===== src/rtl/sprite_pkg.sv =====
// Shared constants and pair-index helpers for the sprite compositor.
package sprite_pkg;

   localparam int COLR_BITS_DFLT = 12;

   function automatic int n_pairs(input int n);
      return (n * (n - 1)) / 2;
   endfunction

   // Pairs (i,j), i<j, flattened in lexicographic order.
   function automatic int pair_index(input int i, input int j, input int n);
      return (i * n) - ((i * (i + 1)) / 2) + (j - i - 1);
   endfunction

endpackage


===== src/rtl/layer_prio_enc.sv =====
// Fixed-priority encoder: lowest set bit of i_act wins.
module layer_prio_enc #(
   parameter int N = 4
) (
   input  logic [N-1:0]         i_act,
   output logic [$clog2(N)-1:0] o_idx,
   output logic                 o_any
);

   localparam int IW = $clog2(N);

   always_comb begin
      o_idx = '0;
      for (int k = N - 1; k >= 0; k--) begin
         if (i_act[k]) o_idx = IW'(k);
      end
   end

   assign o_any = |i_act;

endmodule


===== src/rtl/sprite_compositor.sv =====
// Two-stage priority merge of sprite layers over a background, with matched
// sync delay and per-frame sprite-pair collision flags.
module sprite_compositor
   import sprite_pkg::*;
#(
   parameter  int N_LAYERS  = 4,
   parameter  int COLR_BITS = COLR_BITS_DFLT,
   localparam int N_PAIRS   = n_pairs(N_LAYERS)
) (
   input  logic                          clk_pix,
   input  logic                          rst_n,
   input  logic                          frame,
   input  logic                          de,
   input  logic                          hsync,
   input  logic                          vsync,
   input  logic [N_LAYERS-1:0]           layer_en,
   input  logic [N_LAYERS*COLR_BITS-1:0] layer_pix,
   input  logic [N_LAYERS-1:0]           layer_drawing,
   input  logic [COLR_BITS-1:0]          bg_colr,
   output logic [COLR_BITS-1:0]          pix_out,
   output logic                          de_out,
   output logic                          hsync_out,
   output logic                          vsync_out,
   output logic [N_PAIRS-1:0]            coll_status,
   output logic                          coll_valid
);

   localparam int IW = $clog2(N_LAYERS);

   logic [N_LAYERS-1:0]  w_act;
   logic [IW-1:0]        w_idx;
   logic                 w_any;
   logic [COLR_BITS-1:0] w_sel_colr;
   logic [N_PAIRS-1:0]   w_hit;
   logic [COLR_BITS-1:0] w_pix_d;

   logic [COLR_BITS-1:0] r_colr_s1;
   logic [COLR_BITS-1:0] r_bg_s1;
   logic                 r_any_s1;
   logic                 r_de_s1;
   logic                 r_hs_s1;
   logic                 r_vs_s1;
   logic [COLR_BITS-1:0] r_pix;
   logic                 r_de_s2;
   logic                 r_hs_s2;
   logic                 r_vs_s2;
   logic [N_PAIRS-1:0]   r_accum;
   logic [N_PAIRS-1:0]   r_coll_status;
   logic                 r_coll_valid;

   assign w_act = layer_drawing & layer_en;

   layer_prio_enc #(
      .N (N_LAYERS)
   ) u_prio (
      .i_act (w_act),
      .o_idx (w_idx),
      .o_any (w_any)
   );

   always_comb begin
      w_sel_colr = '0;
      for (int k = 0; k < N_LAYERS; k++) begin
         if (w_idx == IW'(k)) w_sel_colr = layer_pix[k*COLR_BITS +: COLR_BITS];
      end
   end

   // Collisions are taken from the input side and only inside the active area.
   always_comb begin
      w_hit = '0;
      for (int i = 0; i < N_LAYERS - 1; i++) begin
         for (int j = i + 1; j < N_LAYERS; j++) begin
            w_hit[pair_index(i, j, N_LAYERS)] = de & w_act[i] & w_act[j];
         end
      end
   end

   always_comb begin
      w_pix_d = '0;
      if (r_de_s1) w_pix_d = r_any_s1 ? r_colr_s1 : r_bg_s1;
   end

   always_ff @(posedge clk_pix or negedge rst_n) begin
      if (!rst_n) begin
         r_colr_s1 <= '0;
         r_bg_s1   <= '0;
         r_any_s1  <= 1'b0;
         r_de_s1   <= 1'b0;
         r_hs_s1   <= 1'b0;
         r_vs_s1   <= 1'b0;
         r_pix     <= '0;
         r_de_s2   <= 1'b0;
         r_hs_s2   <= 1'b0;
         r_vs_s2   <= 1'b0;
      end else begin
         r_colr_s1 <= w_sel_colr;
         r_bg_s1   <= bg_colr;
         r_any_s1  <= w_any;
         r_de_s1   <= de;
         r_hs_s1   <= hsync;
         r_vs_s1   <= vsync;
         r_pix     <= w_pix_d;
         r_de_s2   <= r_de_s1;
         r_hs_s2   <= r_hs_s1;
         r_vs_s2   <= r_vs_s1;
      end
   end

   // A hit sampled together with frame still lands in the published status.
   always_ff @(posedge clk_pix or negedge rst_n) begin
      if (!rst_n) begin
         r_accum       <= '0;
         r_coll_status <= '0;
         r_coll_valid  <= 1'b0;
      end else if (frame) begin
         r_coll_status <= r_accum | w_hit;
         r_accum       <= '0;
         r_coll_valid  <= 1'b1;
      end else begin
         r_accum       <= r_accum | w_hit;
         r_coll_valid  <= 1'b0;
      end
   end

   assign pix_out     = r_pix;
   assign de_out      = r_de_s2;
   assign hsync_out   = r_hs_s2;
   assign vsync_out   = r_vs_s2;
   assign coll_status = r_coll_status;
   assign coll_valid  = r_coll_valid;

endmodule


===== config.mk =====
export PLATFORM = sky130hd
export DESIGN_NAME = sprite_compositor
export DESIGN_NICKNAME = d
export VERILOG_FILES = /design/src/rtl/sprite_pkg.sv /design/src/rtl/layer_prio_enc.sv /design/src/rtl/sprite_compositor.sv
export SDC_FILE = /design/constraint.sdc
export NUM_CORES = 1
export LEC_CHECK = 0
export CORE_ASPECT_RATIO = 1.4
export CORE_MARGIN = 1.5
export CORE_UTILIZATION = 38
export DETAILED_ROUTE_END_ITERATION = 10
export PLACE_DENSITY = 0.82
export RECOVER_POWER = 100
export SETUP_SLACK_MARGIN = 0.1
export SLEW_MARGIN = 20
export SYNTH_ARGS = -nofsm -noshare
export SYNTH_HDL_FRONTEND = slang
export SYNTH_SLANG_ARGS = --single-unit

===== constraint.sdc =====
create_clock -name clk_pix -period 1.1 [get_ports clk_pix]
set_clock_uncertainty 0.2 [all_clocks]
set_input_delay 0.33 -clock clk_pix [delete_from_list [all_inputs] [get_ports clk_pix]]
set_output_delay 0.33 -clock clk_pix [all_outputs]
set_load 0.02 [all_outputs]

==> Yosys cells after proc, flatten, opt, wreduce, memory -nomap -nowiden <==
Index checks and enable logic that the tools add are counted.
{ "word_totals": {"ff_bits": 56} }
{ "op_classes": {"n_eq_ne": 3, "muxes": 12, "n_bitwise": 11, "reduce_logical": 2} }
{ "ops": {"columns": ["operator", "n"], "rows": [
  ["$mux W12", 6],
  ["$and A1 B1 Y1", 9],
  ["$mux W2", 4],
  ["$mux W6", 1],
  ["$or A6 B6 Y6", 1],
  ["$and A4 B4 Y4", 1],
  ["$eq A2 B2 Y1 const B", 2],
  ["$reduce_or A4 Y1", 1],
  ["$eq A2 B1 Y1 const B", 1],
  ["$logic_not A2 Y1", 1],
  ["$mux W1", 1]
]} }

==> Longest topological paths before layout <==
Gate-level depths: netlist of the first run.
{ "logic_depth": {"word_depth": 10, "ltp_mapped": 6, "ltp_nobuf": 4} }

==> Modules after synthesis <==
Synthesis of the first run repeated with hierarchy kept, for this count alone.
{ "unflattened": {"hier_cells": 144, "area_unflattened_um2": 2185.8} }
{ "modules_own_cells": {"columns": ["module", "instances", "cells_each", "area_each_um2", "seq_area_each_um2"], "rows": [
  ["sprite_compositor", 1, 137, 2150.8, 1401.3],
  ["layer_prio_enc", 1, 7, 35.0, 0.0]
]} }

==> Least setup slack after synthesis of the first run <==
Ideal clock, no wire load.
{ "synth_timing": {"path_type": "input to register", "from": "input port layer_drawing[2]", "to": "register r_colr_s1[10]", "setup_time_ps": 123, "arrival_ps": 1142, "path_slack_ps": -365, "path_stages": 6, "path_buffers": 2, "path_cell_list": "and2_4 -> buf_6 -> buf_6 -> mux2_4 -> a22oi_2 -> o21ai_1"} }
{ "synth_via": {"elab_chain_cells": 9} }
{ "synth_rtl": {"columns": ["element", "line_no", "rtl"], "rows": [
  ["start, declared", "sprite_compositor.sv:18", "input logic [N_LAYERS-1:0] layer_drawing,"],
  ["$and A4 B4 Y4 *", "sprite_compositor.sv:51", "assign w_act = layer_drawing & layer_en;"],
  ["$mux W2 * (3 in series)", "layer_prio_enc.sv:15", "if (i_act[k]) o_idx = IW'(k);"],
  ["$logic_not A2 Y1", "sprite_compositor.sv:64", "if (w_idx == IW'(k)) w_sel_colr = layer_pix[k*COLR_BITS +: COLR_BITS];"],
  ["$mux W12 (3 in series)", "sprite_compositor.sv:64", null],
  ["$mux W12 *", "sprite_compositor.sv:64", null],
  ["net w_sel_colr[10]", "sprite_compositor.sv:33", "logic [COLR_BITS-1:0] w_sel_colr;"],
  ["end signal, assigned", "sprite_compositor.sv:96", "r_colr_s1 <= w_sel_colr;"],
  ["end, declared", "sprite_compositor.sv:37", "logic [COLR_BITS-1:0] r_colr_s1;"]
]} }
Mark *: on every way through the listed nets, which the timed path passes. The rest lies on a longest branch.
A chain may end at the register's enable or synchronous reset.

==> Worst setup path after layout of the first run <==
{ "layout_timing": {"from": "register r_coll_status[0], in the netlist coll_status[0]", "to": "output port coll_status[0]"} }
{ "layout_lines": {"columns": ["element", "line_no", "rtl"], "rows": [
  ["start, declared", "sprite_compositor.sv:48", "logic [N_PAIRS-1:0] r_coll_status;"],
  ["start signal, assigned", "sprite_compositor.sv:116", "r_coll_status <= r_accum | w_hit;"],
  ["end, declared", "sprite_compositor.sv:24", "output logic [N_PAIRS-1:0] coll_status,"]
]} }
No word-level cell between the ends.

==> run metrics, run 1 <==
Max Slew Vio Count 0; post-route worst setup slack -311.6 ps; antenna violations before repair 1; vertical die dimension 94.87 microns; number of distinct library cells after synthesis 26; standard-cell row count 33; maximum capacitance violations 0; Die Area 6510 sq um; io pins 96; final number of setup-violating endpoints 49; leading cell types by total area after synthesis dfrtp_1, mux2i_1, a21oi_1, mux2_2, nor2b_1; TritonCTS clock tree built; setup repair after global routing missed its margin true; Max-Slew Margin vs Limit 0.6751; setup slack on the worst flop-to-flop path -60 ps; Post-Route Hold Slack -313.2 ps; placed cell count 362; Routed wire per std cell 18.29 microns; gate count after technology mapping 189; Horiz. Die Dim 68.62 microns; asr flop ratio synth 1.000; post-DR vias/cell 5.201; HPWL reported at the end of detailed placement 4418 microns; routed wire length 7095 microns; cell chosen for the clock root clkbuf_8; number of synthesis warnings 0; most used flip-flop cell after synthesis dfrtp_1; outcome finished with violations; static leakage 1.859 nW; post-synth design cell area about 2300 sq um; number of nets in the layout approximately 390; most frequent cells after synthesis dfrtp_1, a21oi_1, nand2_1; post-route ant nets 0; series of cell instances along the critical path buf_6; worst-case vdd ir drop 0.0006297 V; DRC marker count from the first detailed-route iteration 133; mean instance size in the synthesized netlist ~12 sq um; maximum clock frequency 708.4 MHz; CTS HTree Levels 2; Starting Density 0.3935; final weighted congestion of routability-driven global placement 0.8045; endpoints failing hold 5; Crit path arrival time 880 ps; insertion delay to the later sink of the worst-skew pair approximately 300 ps; HP Class in -> async; first-pass detailed-route iteration total 4; Non-Filler Instances 388; sequential-to-total area share from yosys stat 0.6117; ratio of final minimum period to clock period 1.283; Post-Layout Inst Area ~4000 sq um; number of global-route vias before repair 2109; I/O Buffers 95; core region area 5822 sq um; maximum fanout along the worst path 2; total number of clock tree sinks 56; pin count of the biggest net entering global routing 30; data required time at the worst endpoint 570 ps; setup_tns -7244 ps; DR vias 2018; remaining routing DRC violations 0; Max Buffers Root-to-Sink 2; share of Yosys cell area claimed by the top area cell type 0.6117; kind of cell adding the most delay to the critical path flip-flops; power per standard cell area 1134 nW/um^2; shortest clock period the worst path allows after layout 1412 ps; measured slew at the worst slew-check pin 487.3 ps; Post-synth EDFFs 0; CP endpoint kind output pin; synthesis-to-finish area growth 76.95%; TritonCTS Buffers 5; failing checks negative hold slack, negative setup slack; most common cell in the netlist dfrtp_1; global-route wire length before repair 10560 microns; number of synthesized register bits 56; GRT Residual Overflow 0; total routing resource utilization after global routing 0.2276; clock-pin transition on the worst setup and hold timing paths 100 ps; library cell occupying the most area in the post-synthesis netlist dfrtp_1; fraction of layout instances using a drive strength above 1 0.4038; delay of the slowest cell on the worst path 430 ps; post-synthesis net count 263; area after detailed placement 3510 sq um; Worst Path Class, Setup reg -> out; cell with the largest stage delay on the worst path dfrtp_1; startpoint type of the worst setup path flip-flop; worst path bufs/invs 1; Setup Slack @ Placement -912.3 ps
## cell usage in the layout (no fill, tap or decap), types with 4 or more instances in the layout
cell type,n
a22oi_2,12
nand2_1,13
mux2i_1,12
a21oi_4,4
buf_8,4
o21ai_1,10
and2_4,4
buf_4,16
buf_6,29
clkbuf_8,5
clkbuf_1,4
nor2b_1,12
dlygate4sd2_1,11
dlygate4sd3_1,14
a21oi_2,9
dfrtp_1,55
a21oi_1,10
mux2_4,12
clkdlybuf4s50_1,36
buf_12,5
nor2_1,8
## final cells by class
type / count / area [sq um]
fillers: 390 / 1768
flip-flops and latches: 56 / 1403
repair buffers: 130 / 1385
multi-input cells: 124 / 1099
well taps: 70 / 87.58
clock buffers: 6 / 72.57
clock inverters: 1 / 5.005
diodes: 1 / 2.502
## sequential cells by signal, summed over array words and instances, names as in the netlist
name	flops
r_de_s1	1
de_out	1
r_accum	6
r_colr_s1	12
coll_valid	1
vsync_out	1
coll_status	6
r_vs_s1	1
hsync_out	1
r_hs_s1	1
r_bg_s1	12
r_any_s1	1
pix_out	12
## logic make-up (layout without fill, tap and decap cells)
group / after synthesis / in the layout / synth area share
AND/OR/NAND/NOR: 47 / 49 / 0.1010
buffers and inverters: 12 / 137 / 0.03332
AO/OA/AOI/OAI: 50 / 51 / 0.1360
flip-flops: 56 / 56 / 0.6117
multiplexers: 24 / 24 / 0.1180
other: 0 / 1 / 0
## through the flow
stage | total power [W] | utilization
after floorplan | 0.002757 | -
after global placement | 0.003318 | 0.6028
after detailed placement | 0.003346 | 0.6028
after CTS | 0.004582 | 0.6860
after global routing | 0.004799 | 0.6963
final | 0.004596 | 0.6963
## per-layer routing
layer  GRT usage  vias to the layer above  routed length, microns
met4      0.1150                        0                     242
met2      0.4095                       89                    4062
met1      0.2539                     1001                    2462
li1            -                      911                       -
met3     0.02741                       17                     327
met5           0                        -                       0
## timing repair
action                                  in CTS  in global routing
cloned                                       8                  0
resized for setup                          228                 32
pin swaps                                   30                 27
buffers inserted                             7                  5
endpoints found under the hold margin       56                 56
endpoints found under the setup margin      59                 54
## report_power, final
part           total (W)  internal, W  switching (W)  leakage [nW]
registers        0.00230      0.00222      0.0000824         0.690
clock network    0.00104     0.000435       0.000606        0.0410
logic            0.00126     0.000723       0.000533          1.13
total            0.00460      0.00338        0.00122          1.86
## final timing paths
check	cells past startpoint	start	endpoint
min in group clk_pix	0	r_hs_s1	hsync_out
max reg2reg	3	r_any_s1	pix_out[2]
min reg2reg	0	r_hs_s1	hsync_out
max in group asynchronous	2	rst_n	r_bg_s1[1]
max	1	coll_status[0]	coll_status[0]
min	1	rst_n	coll_valid
(Power assumes the default switching activity.)
==> run 2, diff against run 1 <==
Settings changed: PLACE_DENSITY 0.82 to 0.75, SKIP_CTS_REPAIR_TIMING set to 1.
==> run 2 against run 1 <==
Effect of this change: the flow still finishes with violations (negative hold slack, negative setup slack); non-clock buffer count stayed put; fmax increased by 1.5%; sequential share of layout area rose by 0.53 points; highest routed layer unchanged; final area decreased by 1.5%; critical path depth did not move; critical path type unchanged.
==> run metrics, run 2 (synthesis gave the netlist of run 1 again) <==
setup repair after global routing missed its margin true; CTS HTree Levels 2 (unchanged); I/O Buffers 95 (unchanged); post-DR vias/cell 4.997 (-3.9%); capture point of the worst reg-to-reg path pix_out[0]; worst-case vdd ir drop 0.0006806 V (+8.1%); power per standard cell area 1158 nW/um^2 (+2.2%); data required time at the worst endpoint 570 ps (about the same); insertion delay to the later sink of the worst-skew pair 300 ps (about the same); delay of the slowest cell on the worst path 420 ps (about the same); worst path bufs/invs 1 (unchanged); vertical die dimension 94.87 microns (unchanged); TritonCTS Buffers 5 (unchanged); failing checks negative hold slack, negative setup slack; Crit path arrival time 860 ps (-20 ps); antenna violations before repair 0 (-1); CP endpoint kind output pin; setup_tns -8463 ps (-1219 ps); cell chosen for the clock root clkbuf_8; Antenna Cells 0 (-1); clock-pin transition on the worst setup and hold timing paths 100 ps (about the same); total routing resource utilization after global routing 0.1770 (-0.05052); Post-Layout Inst Area 3993 sq um (-1.5%); Die Area 6510 sq um (unchanged); area after detailed placement 3537 sq um (+0.78%); kind of cell adding the most delay to the critical path flip-flops; synthesis-to-finish area growth 74.28%; final weighted congestion of routability-driven global placement 0.8572 (+6.6%); measured slew at the worst slew-check pin 560.9 ps (+73.56 ps); Starting Density 0.3935 (unchanged); Worst Path Class, Setup reg -> out; cell with the largest stage delay on the worst path dfrtp_1; Design Power 0.004625 W (+0.62%); series of cell instances along the critical path buf_6; pin count of the biggest net entering global routing 25 (-17%); number of global-route vias before repair 1791 (-15%); maximum fanout along the worst path 2 (unchanged); static leakage 1.846 nW (-0.69%); GRT Residual Overflow 0 (unchanged); core region area 5822 sq um (unchanged); most common cell after layout, fill and taps aside dfrtp_1; Fillers 410 (+5.1%); commonest non-fill, non-tap cells in the layout dfrtp_1, clkdlybuf4s50_1, buf_6; endpoints failing hold 3 (-2); maximum capacitance violations 0 (unchanged); setup slack on the worst flop-to-flop path -50 ps (about the same); Max-Slew Margin vs Limit 0.6261 (-0.04904); DR vias 1929 (-4.4%); routed wire length 6322 microns (-11%); io pins 96 (unchanged); Routed wire per std cell 16.38 microns (-10%); HPWL reported at the end of detailed placement 4404 microns (-0.31%); startpoint of the lowest-slack register-to-register path r_any_s1; DRC marker count from the first detailed-route iteration 83 (-38%); first-pass detailed-route iteration total 4 (unchanged); shortest clock period the worst path allows after layout 1390 ps (-21.42 ps); TritonCTS clock tree built; final number of setup-violating endpoints 49 (unchanged); HP Class in -> async; ratio of final minimum period to clock period 1.264 (-0.01948); depth of the worst register-to-register path 3 (unchanged); post-route worst setup slack -290.1 ps (+21.42 ps); remaining routing DRC violations 0 (unchanged); standard-cell row count 33 (unchanged); maximum clock frequency 719.4 MHz (+1.5%); Max Buffers Root-to-Sink 2 (unchanged); Post-Route Hold Slack -324.4 ps (-11.20 ps); fraction of layout instances using a drive strength above 1 0.3924 (-0.01138); outcome finished with violations; total number of clock tree sinks 56 (unchanged); global-route wire length before repair 8431 microns (-20%); Max Slew Vio Count 0 (unchanged); post-route ant nets 0 (unchanged); number of nets in the layout 389 (-0.51%); Horiz. Die Dim 68.62 microns (unchanged); startpoint type of the worst setup path flip-flop
## run 2: cell types whose count changed in the layout (fill, tap and decap cells not counted), moves of 3 or more
cell | previous run | this run
dlymetal6s2s_1 | 2 | 7
a21oi_2 | 9 | 12
dlygate4sd2_1 | 11 | 0
clkdlybuf4s50_1 | 36 | 42
nor2_1 | 8 | 11
and2_4 | 4 | 1
clkbuf_2 | 0 | 6
buf_2 | 3 | 0
clkbuf_1 | 4 | 7
## run 2: worst register-to-register path, delay by kind of cell, from the launching register on
family,cells,cell delay (ps)
DFF,1,430
muxes,1,180
buffers and inverters,1,170
and+or+nand+nor,1,60
## run 2: area by class of cell
cell class | instances | area, sq um | share of cell area
flip-flops and latches | 56 | 1403 | 0.3513
repair buffers | 130 | 1366 | 0.3422
multi-input cells | 122 | 1042 | 0.2610
well taps | 70 | 87.58 | 0.02194
clock buffers | 7 | 86.33 | 0.02162
clock inverters | 1 | 7.507 | 0.001880
## run 2: worst max-delay path by stage
stage,startpoint,to,depth (start not counted)
final,coll_status[2],coll_status[2],1
after global routing,coll_status[2],coll_status[2],1
after detailed placement,layer_en[0],r_colr_s1[2],5
after CTS,coll_status[2],coll_status[2],1
after global placement,layer_en[0],r_colr_s1[2],5
after floorplan,layer_drawing[2],r_colr_s1[10],6
## run 2: power breakdown
group          switching, W  internal (W)  total (W)
registers         0.0000768       0.00222    0.00229
logic              0.000493      0.000696    0.00119
clock network      0.000629      0.000513    0.00114
## run 2: stage by stage
| step | util | worst slack, ps | hold WS, ps | std cells |
|---|---|---|---|---|
| after floorplan | - | -352.2 | -165.6 | 189 |
| after global placement | 0.6076 | -889.3 | -12.44 | 364 |
| after detailed placement | 0.6076 | -901.0 | -14.47 | 364 |
| after CTS | 0.6237 | -724.5 | -347.2 | 372 |
| after global routing | 0.6858 | -323.8 | -320.6 | 386 |
| final | 0.6858 | -290.1 | -324.4 | 386 |
## run 2: routing by layer
layer  vias to the layer above  track usage  share of wire
met5                         -            0              0
met4                         0      0.08833          0.040
met3                        21      0.03456          0.043
met2                        74       0.2973           0.55
met1                       928       0.2101           0.37
li1                        906            -              -
